File: src/rtl/axis_i2s_rx_deser_if.sv
// AXI-Stream bundle carrying one I2S channel word per beat.
// last marks the right-channel word that closes a stereo frame.
interface axis_i2s_rx_deser_if #(
  parameter int DATA_WIDTH = 24
);
  logic [DATA_WIDTH-1:0] data;
  logic                  valid;
  logic                  ready;
  logic                  last;

  modport master (output data, valid, last, input ready);
  modport slave  (input data, valid, last, output ready);
endinterface

File: src/rtl/axis_i2s_rx_deser.sv
// I2S receive deserializer -> AXI-Stream master.
// The codec-driven SCLK/LRCK/SDIN are synchronized into axis_clk and MSB-first words are
// captured one bit after each LRCK transition. Words leave as left (last=0) / right (last=1)
// pairs through a small FIFO. A left word is only accepted when the FIFO can also hold its
// right partner, so a frame is either stored whole or dropped whole.
// Optional feature macro: RX_DROP_CNT_EN enables the saturating dropped-frame counter;
// without it drop_count is tied to zero.
module axis_i2s_rx_deser #(
  parameter int DATA_WIDTH = 24,
  parameter int SLOT_BITS  = 32,
  parameter int FIFO_DEPTH = 4
) (
  input  logic                       axis_clk,
  input  logic                       axis_resetn,
  input  logic                       i2s_sclk,
  input  logic                       i2s_lrck,
  input  logic                       i2s_sdin,
  axis_i2s_rx_deser_if.master        m_axis,
  output logic                       overflow,
  output logic [15:0]                drop_count
);
  localparam int AW = $clog2(FIFO_DEPTH);
  localparam int CW = $clog2(FIFO_DEPTH + 1);
  localparam int BW = $clog2(SLOT_BITS);

  typedef enum logic [1:0] {WAIT_LEFT, SKIP, SHIFT, TAIL} state_t;

  logic [1:0] sclk_sync, lrck_sync, sdin_sync;
  logic       sclk_prev, lrck_prev;
  logic       sclk_rise, lrck_now, sdin_now, lrck_edge;

  state_t                state, state_nx;
  logic [BW-1:0]         bit_cnt;
  logic [DATA_WIDTH-2:0] shreg;      // all bits but the last; the last comes straight from sdin
  logic                  channel;    // 0 = left, 1 = right
  logic                  drop_pair;  // left of this frame was dropped, drop the right too
  logic                  word_done, abort, fifo_tight, drop_left, keep_word;

  logic                  push_pend, push_last;
  logic [DATA_WIDTH-1:0] push_word;

  logic [DATA_WIDTH:0]   mem [FIFO_DEPTH];
  logic [DATA_WIDTH:0]   head;
  logic [AW-1:0]         wr_ptr, rd_ptr;
  logic [CW-1:0]         count;
  logic                  fifo_valid, pop;

  assign sclk_rise = sclk_sync[1] & ~sclk_prev;
  assign lrck_now  = lrck_sync[1];
  assign sdin_now  = sdin_sync[1];
  assign lrck_edge = sclk_rise & (lrck_now != lrck_prev);

  // Two-flop synchronizers of equal depth keep sdin/lrck aligned with the sclk edge detect
  always_ff @(posedge axis_clk or negedge axis_resetn) begin
    if (!axis_resetn) begin
      sclk_sync <= '0;
      lrck_sync <= '0;
      sdin_sync <= '0;
      sclk_prev <= 1'b0;
      lrck_prev <= 1'b0;
    end else begin
      sclk_sync <= {sclk_sync[0], i2s_sclk};
      lrck_sync <= {lrck_sync[0], i2s_lrck};
      sdin_sync <= {sdin_sync[0], i2s_sdin};
      sclk_prev <= sclk_sync[1];
      if (sclk_rise) lrck_prev <= lrck_now;
    end
  end

  // Framing state register
  always_ff @(posedge axis_clk or negedge axis_resetn) begin
    if (!axis_resetn) state <= WAIT_LEFT;
    else              state <= state_nx;
  end

  // Next state plus word completion / pair admission decisions
  always_comb begin
    state_nx  = state;
    word_done = 1'b0;
    abort     = 1'b0;
    if (sclk_rise) begin
      case (state)
        WAIT_LEFT: if (lrck_edge && !lrck_now) state_nx = SKIP;
        // The rise leaving SKIP carries the MSB (one bit after the LRCK change)
        SKIP: begin
          if (lrck_edge) begin
            abort    = 1'b1;
            state_nx = WAIT_LEFT;
          end else begin
            state_nx = SHIFT;
          end
        end
        SHIFT: begin
          if (lrck_edge) begin
            abort    = 1'b1;
            state_nx = WAIT_LEFT;
          end else if (bit_cnt == BW'(DATA_WIDTH - 1)) begin
            word_done = 1'b1;
            state_nx  = TAIL;
          end
        end
        TAIL:    if (lrck_edge) state_nx = SKIP;
        default: state_nx = WAIT_LEFT;
      endcase
    end
    // Pops only ever free space, so checking for two free entries at the left word is
    // enough to guarantee the right word a slot later.
    fifo_tight = count > CW'(FIFO_DEPTH - 2);
    drop_left  = word_done && !channel && fifo_tight;
    keep_word  = word_done && (channel ? !drop_pair : !fifo_tight);
  end

  // Shift register, bit counter, channel tracking, pair-drop bookkeeping
  always_ff @(posedge axis_clk or negedge axis_resetn) begin
    if (!axis_resetn) begin
      shreg     <= '0;
      bit_cnt   <= '0;
      channel   <= 1'b0;
      drop_pair <= 1'b0;
      overflow  <= 1'b0;
      push_pend <= 1'b0;
      push_word <= '0;
      push_last <= 1'b0;
    end else begin
      push_pend <= keep_word;
      if (word_done) begin
        push_word <= {shreg, sdin_now};
        push_last <= channel;
      end
      if (sclk_rise) begin
        case (state)
          WAIT_LEFT: channel <= 1'b0;
          SKIP: begin
            shreg   <= {shreg[DATA_WIDTH-3:0], sdin_now};
            bit_cnt <= BW'(1);
          end
          SHIFT: begin
            shreg   <= {shreg[DATA_WIDTH-3:0], sdin_now};
            bit_cnt <= bit_cnt + BW'(1);
          end
          TAIL:    if (lrck_edge) channel <= lrck_now;
          default: ;
        endcase
      end
      if (abort)                      drop_pair <= 1'b0;
      else if (word_done && channel)  drop_pair <= 1'b0;
      else if (drop_left)             drop_pair <= 1'b1;
      if (drop_left) overflow <= 1'b1;
    end
  end

`ifdef RX_DROP_CNT_EN
  logic [15:0] drop_cnt_q;

  // Saturating count of whole stereo frames lost to a full FIFO
  always_ff @(posedge axis_clk or negedge axis_resetn) begin
    if (!axis_resetn)                            drop_cnt_q <= '0;
    else if (drop_left && drop_cnt_q != 16'hFFFF) drop_cnt_q <= drop_cnt_q + 16'd1;
  end
  assign drop_count = drop_cnt_q;
`else
  assign drop_count = 16'h0000;
`endif

  assign fifo_valid = (count != '0);
  assign pop        = fifo_valid && m_axis.ready;

  // FIFO pointers and occupancy; simultaneous push and pop both take effect
  always_ff @(posedge axis_clk or negedge axis_resetn) begin
    if (!axis_resetn) begin
      wr_ptr <= '0;
      rd_ptr <= '0;
      count  <= '0;
    end else begin
      if (push_pend) wr_ptr <= wr_ptr + AW'(1);
      if (pop)       rd_ptr <= rd_ptr + AW'(1);
      case ({push_pend, pop})
        2'b10:   count <= count + CW'(1);
        2'b01:   count <= count - CW'(1);
        default: ;
      endcase
    end
  end

  // Storage needs no reset: outputs are gated by occupancy
  always_ff @(posedge axis_clk) begin
    if (push_pend) mem[wr_ptr] <= {push_last, push_word};
  end

  assign head         = mem[rd_ptr];
  assign m_axis.valid = fifo_valid;
  assign m_axis.data  = fifo_valid ? head[DATA_WIDTH-1:0] : '0;
  assign m_axis.last  = fifo_valid & head[DATA_WIDTH];
endmodule

File: src/flat_wrapper.sv
// flat-port wrapper written by rule: the top's interface ports become plain ports
module axis_i2s_rx_deser_flat 
#(
  parameter int DATA_WIDTH = 24,
  parameter int SLOT_BITS  = 32,
  parameter int FIFO_DEPTH = 4
)
  (axis_clk, axis_resetn, i2s_sclk, i2s_lrck, i2s_sdin, overflow, drop_count, m_axis_data, m_axis_valid, m_axis_last, m_axis_ready);
  axis_i2s_rx_deser_if #(.DATA_WIDTH(DATA_WIDTH)) m_axis_i ();
  input  logic axis_clk;
  input  logic axis_resetn;
  input  logic i2s_sclk;
  input  logic i2s_lrck;
  input  logic i2s_sdin;
  output logic overflow;
  output logic [15:0] drop_count;
  output wire logic [$bits(m_axis_i.data)-1:0] m_axis_data;
  output wire logic [$bits(m_axis_i.valid)-1:0] m_axis_valid;
  output wire logic [$bits(m_axis_i.last)-1:0] m_axis_last;
  input wire logic [$bits(m_axis_i.ready)-1:0] m_axis_ready;
  assign m_axis_data = m_axis_i.data;
  assign m_axis_valid = m_axis_i.valid;
  assign m_axis_last = m_axis_i.last;
  assign m_axis_i.ready = m_axis_ready;
  axis_i2s_rx_deser #(.DATA_WIDTH(DATA_WIDTH), .SLOT_BITS(SLOT_BITS), .FIFO_DEPTH(FIFO_DEPTH)) u_core (.axis_clk(axis_clk), .axis_resetn(axis_resetn), .i2s_sclk(i2s_sclk), .i2s_lrck(i2s_lrck), .i2s_sdin(i2s_sdin), .m_axis(m_axis_i), .overflow(overflow), .drop_count(drop_count));
endmodule
File: config.mk
export PLATFORM = sky130hd
export DESIGN_NAME = axis_i2s_rx_deser_flat
export DESIGN_NICKNAME = d
export VERILOG_FILES = /design/src/rtl/axis_i2s_rx_deser_if.sv /design/src/rtl/axis_i2s_rx_deser.sv /design/src/flat_wrapper.sv
export SDC_FILE = /design/constraint.sdc
export NUM_CORES = 1
export LEC_CHECK = 0
export CAP_MARGIN = 20
export CORE_UTILIZATION = 55
export CTS_CLUSTER_SIZE = 12
export DETAILED_ROUTE_END_ITERATION = 12
export PLACE_DENSITY = 0.75
export SKIP_LAST_GASP = 1
export SYNTH_ARGS = -nofsm -noshare
export SYNTH_HDL_FRONTEND = slang
export SYNTH_SLANG_ARGS = --single-unit
export TNS_END_PERCENT = 100
File: constraint.sdc
create_clock -name axis_clk -period 2.9 [get_ports axis_clk]
set_input_delay 0.87 -clock axis_clk [delete_from_list [all_inputs] [get_ports axis_clk]]
set_output_delay 0.87 -clock axis_clk [all_outputs]
set_load 0.01 [all_outputs]
==> metrics.cfg <==
[synth]
synthTopCellsByArea=edfxtp_1, dfrtp_1, mux4_2, nand2_1, mux2_4
yosysTopAreaCell=edfxtp_1
synth_warnings=0
syn_area_um2=7030
yosysUniqueCellTypes=42
ys_async_sr_fraction=0.425
synth_cells=446
ys_seq_area_frac=0.691
ys_seq_elements=174
avgSynthCellArea_um2=15.8
yosys_most_used_dff=edfxtp_1
synth_top_area_frac=0.427
synth_edf_count=100

[layout]
diodes=0
fillCellCount=888
post-route-util=0.657
fin_cells=674
final_cell_area_um2=8020
multi_input_area_um2=1970
layout-drive-gt1-share=0.204
nets=510
seqCellArea_um2=4860
syn_to_final_growth_pct=14.1

[timing]
min_period_over_period=0.983
hold_ws_ns=0.351
finalMaxSlewViolations=0
layout_setup_ws_ns=0.0503
finalCriticalPeriod_ns=2.85
hold_viol_final=0
tightest_slew_ns=0.930
setup_viol=0
rsz0062_at_grt=yes
slew_headroom=0.380
clock.fmax_ghz=0.351
finalClockSkew_ns=0.00545

[clock_tree]
cts_root_buffer=clkbuf_16
ctsHoldBuffers=0
cts_tree=done
numCtsBuffers=17
clock_path_buffers=2
clock_latency_ns=0.42
clk_pin_slew_ns=0.06
htree_num_levels=4
cts_num_sinks=174

[routing]
drtAntennaViolNets=0
num_vias=3570
drt_first_pass_iters=4
wirelength_um=11700
drc_errors=0
post_drt_wl_per_cell_um=17.4
vias_per_cell=5.30
drtIter0Drc=215

[global_routing]
grt_usage=0.200
grt_pass1_vias=3653
antenna_found_initial=0
grt-ovfl-total=0
grt_first_pass_wirelength_um=19100
grt_max_degree=75

[flow_run]
drv_cap=0

[floorplanning]
num_rows=40
dieArea_um2=13200
die_x_um=115
core_um2=12200
dieHeight_um=115
start_util=0.576
io_pins=49

[placed_design]
numPortBuffers=32
placedCellCount=636
pre_cts_ws_ns=0.208
postPlaceCellArea_um2=7510
gp_congestion=0.801
hpwl_um=6710

[hold_path]
min_path_type=reg2reg

[setup_path]
cpPeakStageDelay_ns=0.51
cp_slowest_cell=mux4_2
worstPathMaxFanout=8
critPathRequiredTime_ns=2.03
cp-start-kind=register
arrival_ns=1.98
end_kind=primary output
crit_path_cell_trace=buf_6 > mux4_2 > and2_1 > dlygate4sd2_1
critPathKind=reg2out

[power_and_ir_drop]
ir_worst_vdd_v=0.000430
p_leak_nw=3.12
p_per_area_nw_per_um2=780

[outcome]
outcome=finished clean

==> cells by family (layout without fill, tap and decap cells) <==
logic type                 after synthesis  in the layout  share of synthesized area
adders and majority gates               11             11                     0.0207
muxes                                   52             52                      0.132
xor gates and xnor gates                 8              8                    0.00997
other                                    1             16                   0.000534
AOI/OAI and AO/OA                       17             17                     0.0155
buffers and inverters                   45             90                     0.0365
and+or+nand+nor                        138            138                     0.0942
DFF                                    174            174                      0.691
==> layer usage <==
layer  track usage  vias to the layer above  routed length [µm]
met5             0                        -                   0
met4        0.0892                        0                 235
met3        0.0427                       18                 385
met2         0.328                       61                5930
met1         0.261                     1846                5180
li1              -                     1645                   -
==> cell usage in the layout, fill, tap and decap left out, drive strengths merged, types with 2 or more instances in the layout <==
cell type / netlist / layout
ha: 10 / 10
dlygate4sd2: 0 / 12
mux4: 25 / 25
dfrtp: 74 / 74
xor2: 5 / 5
edfxtp: 100 / 100
nor2: 5 / 5
a21oi: 4 / 4
inv: 10 / 11
mux2i: 3 / 3
clkdlybuf4s50: 0 / 6
clkdlybuf4s15: 0 / 5
buf: 25 / 19
nand2: 83 / 83
conb: 1 / 16
o21ai: 7 / 7
xnor2: 3 / 3
clkinvlp: 0 / 2
mux2: 24 / 24
and2: 30 / 30
nor3: 5 / 5
clkinv: 0 / 4
clkbuf: 10 / 31
nand3: 4 / 4
==> final cells by class <==
| cell class | instances | area share |
|---|---|---|
| Sequential cell | 174 | 0.606 |
| Multi-Input combinational cell | 242 | 0.246 |
| Clock buffer | 25 | 0.0580 |
| Timing Repair Buffer | 48 | 0.0543 |
| Tap cell | 168 | 0.0262 |
| Clock inverter | 7 | 0.00515 |
| Inverter | 10 | 0.00468 |
==> final timing paths <==
kind / from / to / slack [ns] / cells past startpoint
max: u_core.rd_ptr[0]$_DFFE_PN0N_ / m_axis_data[6] / 0.05 / 4
min: u_core.sclk_sync[0]$_DFF_PN0_ / u_core.sclk_sync[1]$_DFF_PN0_ / 0.35 / 0
max reg2reg: u_core.count[0]$_DFFE_PN0P_ / u_core.count[2]$_DFFE_PN0P_ / 0.70 / 9
min reg2reg: u_core.sclk_sync[0]$_DFF_PN0_ / u_core.sclk_sync[1]$_DFF_PN0_ / 0.35 / 0
max in group asynchronous: axis_resetn / u_core.rd_ptr[0]$_DFFE_PN0N_ / 1.66 / 1
min in group asynchronous: axis_resetn / u_core.shreg[18]$_DFFE_PN0P_ / 0.58 / 1
==> sequential cells by signal, summed over array words and instances, names as in the netlist, 2 cells and up <==
| signal | flops |
|---|---|
| u_core.push_word | 24 |
| u_core.lrck_sync | 2 |
| u_core.shreg | 23 |
| u_core.count | 3 |
| u_core.state | 2 |
| u_core.sclk_sync | 2 |
| u_core.bit_cnt | 5 |
| u_core.rd_ptr | 2 |
| u_core.mem | 100 |
| u_core.sdin_sync | 2 |
| u_core.wr_ptr | 2 |
==> worst max-delay path: cells and delay by family (launching register included) <==
kind / cells / cell delay [ns]
DFF: 1 / 0.41
muxes: 1 / 0.51
buffers and inverters: 2 / 0.46
and+or+nand+nor: 1 / 0.17
==> Yosys cell counts (2+ instances only) <==
| master | count |
|---|---|
| a21oi_1 | 4 |
| and2_1 | 30 |
| buf_1 | 2 |
| buf_2 | 3 |
| buf_4 | 18 |
| buf_6 | 2 |
| clkbuf_1 | 9 |
| dfrtp_1 | 74 |
| edfxtp_1 | 100 |
| ha_1 | 10 |
| inv_1 | 10 |
| mux2_2 | 7 |
| mux2_4 | 17 |
| mux2i_1 | 3 |
| mux4_2 | 25 |
| nand2_1 | 83 |
| nand3_1 | 4 |
| nor2_1 | 5 |
| nor3_1 | 5 |
| o21ai_0 | 7 |
| xnor2_1 | 3 |
| xor2_1 | 5 |
==> stage by stage <==
stage               power (mW)  setup TNS (ns)
detailed placement        4.34               0
floorplan                 3.77               0
finish                    6.25               0
global placement          4.30               0
global route              6.55         -0.0458
CTS                       6.38         -0.0502
==> power breakdown <==
part           total [mW]  switching (mW)  internal (mW)
sequential           2.86           0.125           2.74
clock                1.97           0.863           1.11
combinational        1.41           0.730          0.685
==> timing repair <==
action / 4_1_cts / 5_1_grt
gates cloned: 1 / 0
resized for setup: 37 / 17
setup endpoints to repair: 25 / 22
buffers inserted: 7 / 0
Power figures use the tool's default switching activity.
